[config.mk]
export PLATFORM = sky130hd
export DESIGN_NAME = uart_prog_loader_flat
export DESIGN_NICKNAME = d
export VERILOG_FILES = /design/src/rtl/lc_pkg.sv /design/src/rtl/uart_prog_loader_if.sv /design/src/rtl/uart_rx.sv /design/src/rtl/uart_prog_loader.sv /design/src/flat_wrapper.sv
export SDC_FILE = /design/constraint.sdc
export NUM_CORES = 1
export LEC_CHECK = 0
export CAP_MARGIN = 20
export CORE_MARGIN = 2
export CORE_UTILIZATION = 24
export CTS_CLUSTER_SIZE = 24
export DETAILED_ROUTE_END_ITERATION = 8
export PLACE_DENSITY_LB_ADDON = 0.12
export SETUP_SLACK_MARGIN = 0.2
export SYNTH_ARGS = -nofsm -noshare
export SYNTH_HDL_FRONTEND = slang
export SYNTH_SLANG_ARGS = --single-unit
[constraint.sdc]
create_clock -name clk -period 4.35 [get_ports clk]
set_input_delay 0.87 -clock clk [delete_from_list [all_inputs] [get_ports clk]]
set_output_delay 0.87 -clock clk [all_outputs]
set_load 0.05 [all_outputs]
[src/rtl/lc_pkg.sv]
// lc_pkg: shared types and constants for the little_computer program loader.
// Optional feature macro: LOADER_CHECKSUM_EN (adds the S_CSUM state and a
// trailing XOR checksum byte to the image format).
package lc_pkg;

    // Image framing: a big-endian word count followed by big-endian words.
    localparam int LEN_BYTES  = 2;
    localparam int WORD_BYTES = 2;
    localparam int LEN_W      = LEN_BYTES * 8;
    localparam int WORD_W     = WORD_BYTES * 8;

`ifdef LOADER_CHECKSUM_EN
    typedef enum logic [3:0] {
        S_IDLE, S_LEN_HI, S_LEN_LO, S_DATA_HI, S_DATA_LO,
        S_WRITE, S_CSUM, S_DONE, S_ERR
    } loader_state_t;
`else
    typedef enum logic [3:0] {
        S_IDLE, S_LEN_HI, S_LEN_LO, S_DATA_HI, S_DATA_LO,
        S_WRITE, S_DONE, S_ERR
    } loader_state_t;
`endif

    // UART receiver frame states.
    typedef enum logic [1:0] {
        R_IDLE, R_START, R_DATA, R_STOP
    } rx_state_t;

endpackage

[src/rtl/uart_prog_loader_if.sv]
// uart_prog_loader_if: memory write port between the program loader and
// the SDRAM controller.
//
// Handshake: the master raises mem_valid with mem_addr/mem_wdata and holds
// all three stable until a rising clk edge where mem_valid && mem_ready;
// that edge is the transfer. The slave may drive mem_ready at any time and
// mem_ready has no meaning while mem_valid is low.
interface uart_prog_loader_if #(
    parameter int ADDR_W = 16
);
    import lc_pkg::*;

    logic [ADDR_W-1:0] mem_addr;
    logic [WORD_W-1:0] mem_wdata;
    logic              mem_valid;
    logic              mem_ready;

    modport master (output mem_addr, output mem_wdata, output mem_valid, input mem_ready);
    modport slave  (input mem_addr, input mem_wdata, input mem_valid, output mem_ready);

endinterface

[src/rtl/uart_rx.sv]
// uart_rx: 8N1 LSB-first UART receiver. Emits one-cycle rx_valid pulses for
// good frames and one-cycle rx_ferr pulses when the stop bit samples low.
module uart_rx
    import lc_pkg::*;
#(
    parameter int CLK_HZ = 50000000,
    parameter int BAUD   = 115200
) (
    input  logic      clk,
    input  logic      rst,
    input  logic      rx,
    output logic [7:0] rx_data,
    output logic      rx_valid,
    output logic      rx_ferr,
    output rx_state_t dbg_state
);

    localparam int BIT_CYC  = CLK_HZ / BAUD;
    localparam int HALF_CYC = BIT_CYC / 2;
    localparam int CNT_W    = $clog2(BIT_CYC + 1);

    logic             rx_meta;
    logic             rx_sync;
    logic             rx_prev;
    rx_state_t        state;
    logic [CNT_W-1:0] cnt;
    logic [2:0]       bit_idx;

    assign dbg_state = state;

    // Two-flop synchronizer plus one history flop for start-edge detection.
    always_ff @(posedge clk or posedge rst) begin
        if (rst) begin
            rx_meta <= 1'b1;
            rx_sync <= 1'b1;
            rx_prev <= 1'b1;
        end else begin
            rx_meta <= rx;
            rx_sync <= rx_meta;
            rx_prev <= rx_sync;
        end
    end

    // Frame receiver: mid-bit sampling, data shifted in LSB first.
    always_ff @(posedge clk or posedge rst) begin
        if (rst) begin
            state    <= R_IDLE;
            cnt      <= '0;
            bit_idx  <= '0;
            rx_data  <= '0;
            rx_valid <= 1'b0;
            rx_ferr  <= 1'b0;
        end else begin
            rx_valid <= 1'b0;
            rx_ferr  <= 1'b0;
            case (state)
                R_IDLE: begin
                    if (rx_prev && !rx_sync) begin
                        cnt   <= CNT_W'(HALF_CYC - 1);
                        state <= R_START;
                    end
                end
                R_START: begin
                    if (cnt == '0) begin
                        // A start bit that is high again at mid-bit was a glitch.
                        if (!rx_sync) begin
                            cnt     <= CNT_W'(BIT_CYC - 1);
                            bit_idx <= '0;
                            state   <= R_DATA;
                        end else begin
                            state <= R_IDLE;
                        end
                    end else begin
                        cnt <= cnt - 1'b1;
                    end
                end
                R_DATA: begin
                    if (cnt == '0) begin
                        rx_data <= {rx_sync, rx_data[7:1]};
                        cnt     <= CNT_W'(BIT_CYC - 1);
                        if (bit_idx == 3'd7) state <= R_STOP;
                        else                 bit_idx <= bit_idx + 1'b1;
                    end else begin
                        cnt <= cnt - 1'b1;
                    end
                end
                R_STOP: begin
                    if (cnt == '0) begin
                        rx_valid <= rx_sync;
                        rx_ferr  <= !rx_sync;
                        state    <= R_IDLE;
                    end else begin
                        cnt <= cnt - 1'b1;
                    end
                end
            endcase
        end
    end

endmodule

[src/rtl/uart_prog_loader.sv]
// uart_prog_loader: boot-time loader that receives a length-prefixed program
// image over UART and writes it to memory from word address 0 upward.
// Optional feature macro: LOADER_CHECKSUM_EN (trailing XOR checksum byte).
module uart_prog_loader
    import lc_pkg::*;
#(
    parameter int CLK_HZ      = 50000000,
    parameter int BAUD        = 115200,
    parameter int ADDR_W      = 16,
    parameter int TIMEOUT_CYC = 1000000
) (
    input  logic                 clk,
    input  logic                 rst,
    input  logic                 uart_rx,
    uart_prog_loader_if.master   mem,
    output logic                 busy,
    output logic                 done,
    output logic                 err,
    output logic [ADDR_W-1:0]    words_loaded,
    output loader_state_t        dbg_state,
    output rx_state_t            dbg_rx_state
);

    localparam int TMO_W = $clog2(TIMEOUT_CYC + 1);

    loader_state_t    state;
    logic [7:0]       rx_data;
    logic             rx_valid;
    logic             rx_ferr;
    logic [7:0]       hi_byte;   // LEN_HI, then each word's HI byte
    logic [LEN_W-1:0] remain;    // words still to be accepted
    logic [TMO_W-1:0] tmo_cnt;   // idle cycles since the last byte
`ifdef LOADER_CHECKSUM_EN
    logic [7:0]       csum;      // XOR of every image byte so far
`endif

    assign dbg_state = state;

    uart_rx #(.CLK_HZ(CLK_HZ), .BAUD(BAUD)) u_rx (
        .clk       (clk),
        .rst       (rst),
        .rx        (uart_rx),
        .rx_data   (rx_data),
        .rx_valid  (rx_valid),
        .rx_ferr   (rx_ferr),
        .dbg_state (dbg_rx_state)
    );

    // Loader FSM: byte parsing, write issue, timeout and error tracking.
    always_ff @(posedge clk or posedge rst) begin
        if (rst) begin
            state         <= S_IDLE;
            busy          <= 1'b0;
            done          <= 1'b0;
            err           <= 1'b0;
            words_loaded  <= '0;
            mem.mem_valid <= 1'b0;
            mem.mem_addr  <= '0;
            mem.mem_wdata <= '0;
            hi_byte       <= '0;
            remain        <= '0;
            tmo_cnt       <= '0;
`ifdef LOADER_CHECKSUM_EN
            csum          <= '0;
`endif
        end else begin
            done <= 1'b0;
            case (state)
                S_IDLE: begin
                    if (rx_valid) begin
                        hi_byte      <= rx_data;
                        words_loaded <= '0;
                        tmo_cnt      <= '0;
                        busy         <= 1'b1;
                        state        <= S_LEN_LO;
`ifdef LOADER_CHECKSUM_EN
                        csum         <= rx_data;
`endif
                    end
                end
`ifdef LOADER_CHECKSUM_EN
                S_LEN_LO, S_DATA_HI, S_DATA_LO, S_CSUM: begin
`else
                S_LEN_LO, S_DATA_HI, S_DATA_LO: begin
`endif
                    if (rx_ferr) begin
                        state <= S_ERR;
                        err   <= 1'b1;
                        busy  <= 1'b0;
                    end else if (rx_valid) begin
                        tmo_cnt <= '0;
`ifdef LOADER_CHECKSUM_EN
                        csum    <= csum ^ rx_data;
`endif
                        case (state)
                            S_LEN_LO: begin
                                remain <= {hi_byte, rx_data};
                                if ({hi_byte, rx_data} == '0) begin
`ifdef LOADER_CHECKSUM_EN
                                    state <= S_CSUM;
`else
                                    state <= S_DONE;
                                    done  <= 1'b1;
                                    busy  <= 1'b0;
`endif
                                end else begin
                                    state <= S_DATA_HI;
                                end
                            end
                            S_DATA_HI: begin
                                hi_byte <= rx_data;
                                state   <= S_DATA_LO;
                            end
                            S_DATA_LO: begin
                                mem.mem_addr  <= words_loaded;
                                mem.mem_wdata <= {hi_byte, rx_data};
                                mem.mem_valid <= 1'b1;
                                state         <= S_WRITE;
                            end
                            default: begin
`ifdef LOADER_CHECKSUM_EN
                                // Checksum byte: compared against all earlier bytes.
                                busy <= 1'b0;
                                if (rx_data == csum) begin
                                    state <= S_DONE;
                                    done  <= 1'b1;
                                end else begin
                                    state <= S_ERR;
                                    err   <= 1'b1;
                                end
`endif
                            end
                        endcase
                    end else if (tmo_cnt == TMO_W'(TIMEOUT_CYC - 1)) begin
                        state <= S_ERR;
                        err   <= 1'b1;
                        busy  <= 1'b0;
                    end else begin
                        tmo_cnt <= tmo_cnt + 1'b1;
                    end
                end
                S_WRITE: begin
                    // Timeout counter holds here; a new byte is an overrun.
                    if (rx_valid || rx_ferr) begin
                        state         <= S_ERR;
                        err           <= 1'b1;
                        busy          <= 1'b0;
                        mem.mem_valid <= 1'b0;
                    end else if (mem.mem_ready) begin
                        mem.mem_valid <= 1'b0;
                        words_loaded  <= words_loaded + 1'b1;
                        remain        <= remain - 1'b1;
                        if (remain == LEN_W'(1)) begin
`ifdef LOADER_CHECKSUM_EN
                            state <= S_CSUM;
`else
                            state <= S_DONE;
                            done  <= 1'b1;
                            busy  <= 1'b0;
`endif
                        end else begin
                            state <= S_DATA_HI;
                        end
                    end
                end
                S_DONE: begin
                    busy  <= 1'b0;
                    state <= S_IDLE;
                end
                S_ERR: begin
                    err           <= 1'b1;
                    busy          <= 1'b0;
                    mem.mem_valid <= 1'b0;
                end
                default: state <= S_IDLE;
            endcase
        end
    end

endmodule

[src/flat_wrapper.sv]
// flat-port wrapper written by rule: the top's interface ports become plain ports
module uart_prog_loader_flat import lc_pkg::*;
#(
    parameter int CLK_HZ      = 50000000,
    parameter int BAUD        = 115200,
    parameter int ADDR_W      = 16,
    parameter int TIMEOUT_CYC = 1000000
)
  (clk, rst, uart_rx, busy, done, err, words_loaded, dbg_state, dbg_rx_state, mem_mem_addr, mem_mem_wdata, mem_mem_valid, mem_mem_ready);
  uart_prog_loader_if #(.ADDR_W(ADDR_W)) mem_i ();
  input  logic clk;
  input  logic rst;
  input  logic uart_rx;
  output logic busy;
  output logic done;
  output logic err;
  output logic [ADDR_W-1:0] words_loaded;
  output loader_state_t dbg_state;
  output rx_state_t dbg_rx_state;
  output wire logic [$bits(mem_i.mem_addr)-1:0] mem_mem_addr;
  output wire logic [$bits(mem_i.mem_wdata)-1:0] mem_mem_wdata;
  output wire logic [$bits(mem_i.mem_valid)-1:0] mem_mem_valid;
  input wire logic [$bits(mem_i.mem_ready)-1:0] mem_mem_ready;
  assign mem_mem_addr = mem_i.mem_addr;
  assign mem_mem_wdata = mem_i.mem_wdata;
  assign mem_mem_valid = mem_i.mem_valid;
  assign mem_i.mem_ready = mem_mem_ready;
  uart_prog_loader #(.CLK_HZ(CLK_HZ), .BAUD(BAUD), .ADDR_W(ADDR_W), .TIMEOUT_CYC(TIMEOUT_CYC)) u_core (.clk(clk), .rst(rst), .uart_rx(uart_rx), .mem(mem_i), .busy(busy), .done(done), .err(err), .words_loaded(words_loaded), .dbg_state(dbg_state), .dbg_rx_state(dbg_rx_state));
endmodule
-- Word level (Yosys, flattened, before mapping)
Index checks and enable logic that the tools add are counted.
- add/subtract/negate cells: 5
- eq/ne operators: 39
- muxes and demuxes: 81
- bitwise gates (word level): 2
- reductions and logical operators: 28
- operators with widths (cell ; number):
    $mux W16 ; 8
    $mux W20 ; 4
    $pmux W16 S2 ; 2
    $mux W9 ; 5
    $pmux W20 S2 ; 1
    $pmux W9 S4 ; 1
    $mux W8 ; 4
    $mux W1 ; 29
    $ne A2 B2 Y1 const B ; 13
    $reduce_and A5 Y1 ; 5
    $mux W4 ; 6
    $add A20 B1 Y20 const B ; 1
    $eq A20 B20 Y1 const B ; 1
    $mux W3 ; 6
    $add A16 B1 Y16 const B ; 1
    $eq A16 B1 Y1 const B ; 1
    $eq A4 B3 Y1 const B ; 4
    $logic_not A16 Y1 ; 1
    $pmux W4 S4 ; 1
    $pmux W8 S2 ; 1
    $reduce_and A4 Y1 ; 4
    $sub A16 B1 Y16 const B ; 1
    $mux W2 ; 6
    $ne A4 B3 Y1 const B ; 3
    33 further kinds ; 46
- flip-flop bits (word level): 127
- input bits: 4
- output and inout port bits: 58
- logic and storage cells: 175

-- Depth between registers and ports, before layout
- depth after elaboration: 6
- mapped depth: 10
- gate-level depth less buffers: 7

-- Cells and area by module
A second synthesis with hierarchy kept.
- cells, all modules: 659
- area total of the unflattened synthesis: 6637.6 um^2
- by module, submodules not included (module ; times used ; cells an instance ; area each (um^2) ; seq. area each (um^2)):
    uart_prog_loader ; 1 ; 518 ; 5159.9 ; 2477.4
    uart_rx ; 1 ; 141 ; 1477.7 ; 679.4

-- Worst setup path after synthesis
Ideal clock, no wire load.
- path type: flip-flop to flip-flop
- start point: register u_core.state[2] (netlist: u_core.dbg_state[2])
- end point: register u_core.tmo_cnt[12]
- setup time: 67 ps
- data arrival time: 2374 ps
- data required time: 4283 ps
- setup slack: 1909 ps
- cell stages (with the launch flop): 8
- buffers on the path: 2
- period minus slack after synthesis: 2441 ps
- cell sequence: dfrtp_1 buf_2 nor4b_4 nor3_2 or3_1 buf_2 or4_1 nand2_1
- longest elaborated chain between the ends: 4
- elaborated cells on any way between the ends: 11
- those cells by class: 6 x eq/ne; 1 x mux; 4 x reduce/logical
- ends and longest elaborated chain (what ; RTL line ; text):
    start, declared ; uart_prog_loader.sv:26 ; loader_state_t state;
    start signal, assigned ; uart_prog_loader.sv:52 ; state <= S_IDLE;
    start signal, assigned ; uart_prog_loader.sv:75 ; state <= S_LEN_LO;
    start signal, assigned ; uart_prog_loader.sv:87 ; state <= S_ERR;
    $eq A4 B2 Y1 / $eq A4 B3 Y1 (equally long branches) ; uart_prog_loader.sv:68 ; case (state)
    $reduce_or A3 Y1 ; uart_prog_loader.sv:68 ;
    $ne A3 B3 Y1 (no source line) (tied with other cells) ; n/a ;
    $reduce_and A4 Y1 (no source line) ; n/a ;
    end signal, assigned ; uart_prog_loader.sv:139 ; tmo_cnt <= tmo_cnt + 1'b1;
    end, declared ; uart_prog_loader.sv:32 ; logic [TMO_W-1:0] tmo_cnt;
Several ways; a longest one is shown, not always the timed one.
A chain may end at the register's enable or synchronous reset.

-- Final worst setup path
- start point: register u_core.state[1] (netlist: u_core.dbg_state[1])
- end point: output port dbg_state[1]
- RTL lines (what ; RTL line ; text):
    end, declared ; flat_wrapper.sv:18 ; output loader_state_t dbg_state;
No word-level cell between the ends.

==> summary.md <==
| Metric | Value |
|---|---|
| Crit end category | output pin |
| Compound-Gate Fraction of Synth Area | approximately an eighth |
| Slowest CP cell | clkdlybuf4s50_1 |
| Fraction of registers with async set/reset | 100% |
| Area share of the largest cell type after synthesis | ~48% |
| Comb pwr share | 29.2% |
| Top FF cell, synth | dfrtp_1 |
| FMAX | ~330 MHz |
| Post-CTS setup buffer count | 0 |
| Share of cells above drive strength 1 | 13.2% |
| Width of the die | approximately 170 um |
| CP top delay family | buffers and inverters |
| Post_cts resized | 0 |
| First-pass GRT wire length | about 28000 um |
| Syn-to-layout area delta | 23.8% |
| Pins Over Slew Limit | 0 |
| Max-Cap Viols | 0 |
| Synth cell types | 63 |
| CTS Buf Count | 17 |
| Top Ports | just over 60 |
| Critical Path Fanout Max | 22 |
| Data required, critical path | roughly 3.5 ns |
| Root buf cell | clkbuf_16 |
| Final GP Congestion | about 0.84 |
| CTS sink cnt | 126 |
| WS Path Type | flop to output pin |
| Power Density | around 530 mW/mm^2 |
| CTS tree | yes |
| Yosys warnings | 0 |
| Vias | 5065 |
| PortBufs | 60 |
| Final worst slack | 1.29 ns |
| Sequential cell area fraction in the yosys report | 49.6% |
| Most frequent cell after synthesis | dfrtp_1 |
| Sw Share | about 37% |
| Largest net degree at the start of global routing | between 100 and 150 |
| Crit-path cells | clkdlybuf4s50_1 |
| Status | completed |
| Routed Antenna Nets | 0 |
| Final period utilization | 70.3% |
| Reg power frac | 37.7% |
| Largest family of logic cells by synthesized area | simple AND/OR/NAND/NOR gates |
| Post-Syn Area | about 0.0064 mm^2 |
| CP bufs+invs | 1 |
| Wire length per cell | between 15 and 20 um |
| Post-layout nets | ~700 |
| Grt total ovfl | 0 |
| Vias in the first global route | slightly above 5000 |
| Pint | roughly 2.6 mW |
| Overall Global Routing Usage | around 12% |
| P_leak | 3.31 nW |
| Clk network pwr share | between 30 and 40% |
| Xor/xnor cell area share of the yosys netlist | about 3.2% |
| RSZ-0062 raised after global routing | false |
| DR DRC count | 0 |
| Synth Register Bits | 126 |
| Hold Worst Slack | approximately 0.36 ns |
| Site Rows | 59 |
| Cell taking the most area after synthesis | dfrtp_1 |
| Multiplexer share of the synthesized area | ~8.6% |
| Non-filler cells, final | approximately 1000 |
| Initial antenna violation count | 1 |
| Vias per cell | a little under 5 |
| H-tree levels | 4 |
| Syn Area/Cell | around 10 um^2 |
| Initial DRC count | approximately 350 |
| Layout Skew | 0.0133 ns |
| Slowest stage delay, CP | between 0.9 and 1 ns |
| Hold crit path type | flop to flop |
| Sw power | ~1.5 mW |
| Dpl hpwl | approximately 11000 um |
| Final worst path period need | ~3.1 ns |
| Synth top cells by count | dfrtp_1, nor2_1, nand2_1, mux2_2, o21ai_0 |
| Worst slew pin tran | around 0.96 ns |
| Worst IR Drop VDD | roughly 160 uV |
| Fill cell count | 2657 |
| Synth area leaders | dfrtp_1, mux2_2, nor2_1 |
| Hold_buf cts | 0 |
| Initial Utilization | about a quarter |
| Worst-path clk slew | 0.06 ns |
| CTS max path bufs | 2 |
| Final hold vios | 0 |
| WP data arrival | roughly 2.2 ns |
| Post-synthesis adder-cell area fraction | 2.36% |
| Simple-gate area share of the yosys netlist | between 10% and 20% |
| CP startpoint kind | flop |
| Cells after DPL | 1000 |
| DR pass1 iterations | 5 |
| Setup Viol. Count Final | 0 |
| Normalized max-slew margin | between 30% and 40% |
| TNS Setup | 0 ns |
| Die Area | about 0.028 mm^2 |
| Place WS | about 1.4 ns |
| Die Ht | between 150 and 200 um |
| Syn Nets | ~650 |
| Mapped Cells | ~630 |
| Clock Latency Late Sink | 0.42 ns |
| Core area | around 0.026 mm^2 |
| Final WL | 16800 um |
| Fin util | slightly above 30% |
| Post-synth EDFFs | 0 |
-- stage by stage --
step	instance area, um^2	power (mW)
after floorplan	6370	2.45
after global placement	7300	2.77
after detailed placement	7300	2.78
after CTS	7860	4.19
after global routing	7880	4.42
final	7880	4.15
-- state kept, by name (all words and copies together) (netlist names), 3 cells and up, named ones only --
signal                count
u_core.u_rx.rx_data       8
u_core.mem.mem_wdata     16
u_core.tmo_cnt           20
u_core.u_rx.bit_idx       3
u_core.words_loaded      16
u_core.dbg_state          3
u_core.hi_byte            8
u_core.remain            16
u_core.mem.mem_addr      16
u_core.u_rx.cnt           9
-- final timing paths --
kind / start / endpoint / slack [ns] / depth (start not counted)
setup / recovery: u_core.dbg_state[1] / dbg_state[1] / 1.29 / 1
min in group asynchronous: rst / u_core.words_loaded[7] / 1.02 / 3
setup reg to reg: u_core.dbg_state[0] / u_core.hi_byte[7] / 1.46 / 5
max in group asynchronous: rst / u_core.mem.mem_wdata[14] / 2.83 / 3
hold reg to reg: u_core.u_rx.rx_meta / u_core.u_rx.rx_sync / 0.36 / 0
hold / removal: u_core.u_rx.rx_meta / u_core.u_rx.rx_sync / 0.36 / 0
-- cell usage in the layout, fill, tap and decap left out, drive strengths merged, types with 3 or more instances in the layout --
master and n:
a21oi 27, clkinv 5, a31oi 5, nor3b 4, mux2i 3, nand4 11, or4 5, o22a 7
inv 18, nand2b 9, clkbuf 21, xnor2 17, a221o 4, o211ai 8, o2111ai 3, o21ai 38
and3 7, xor2 6, nor4 20, clkdlybuf4s50 60, and4 3, dfstp 3, mux2 46, nor2 62
nand2 49, o31ai 3, o2bb2ai 3, buf 5, or3 11, a221oi 3, clkinvlp 5, dfrtp 123
or2 3, o22ai 3, o21a 6, nor4b 5, ha 12, nand3 19, nor3 26
-- cell type report --
type,instances,area (um^2),share of cell area [%]
Tap cell,335,419,5.32
Antenna cell,1,2.50,0.0318
Clock buffer,21,440,5.59
Inverter,19,75.1,0.953
Clock inverter,11,119,1.51
Multi-Input combinational cell,456,3010,38.2
Sequential cell,126,3160,40.1
Timing Repair Buffer,65,658,8.35
-- kinds of logic after synthesis --
group,Yosys count
AOI/OAI and AO/OA,128
xor gates and xnor gates,23
adders and majority gates,12
buffers and inverters,50
DFF,126
muxes,49
other,1
and+or+nand+nor,243
-- per-layer routing --
metal	up-vias	wire length, um	GRT usage, %
met2	121	7740	19.4
li1	2417	-	-
met4	0	222	3.56
met1	2509	8230	17.1
met5	-	0	0
met3	18	576	3.26
-- power groups by stage --
| stage | registers (mW) | logic, mW | clock network (mW) |
|---|---|---|---|
| 3_3_place_gp | 1.57 | 1.19 | 0 |
| 5_1_grt | 1.60 | 1.35 | 1.47 |
| 6_report | 1.57 | 1.21 | 1.37 |
| 4_1_cts | 1.56 | 1.21 | 1.42 |
| 3_5_place_dp | 1.58 | 1.20 | 0 |
| 2_1_floorplan | 1.59 | 0.862 | 0 |
No activity file was read; power rests on OpenSTA's default activity.
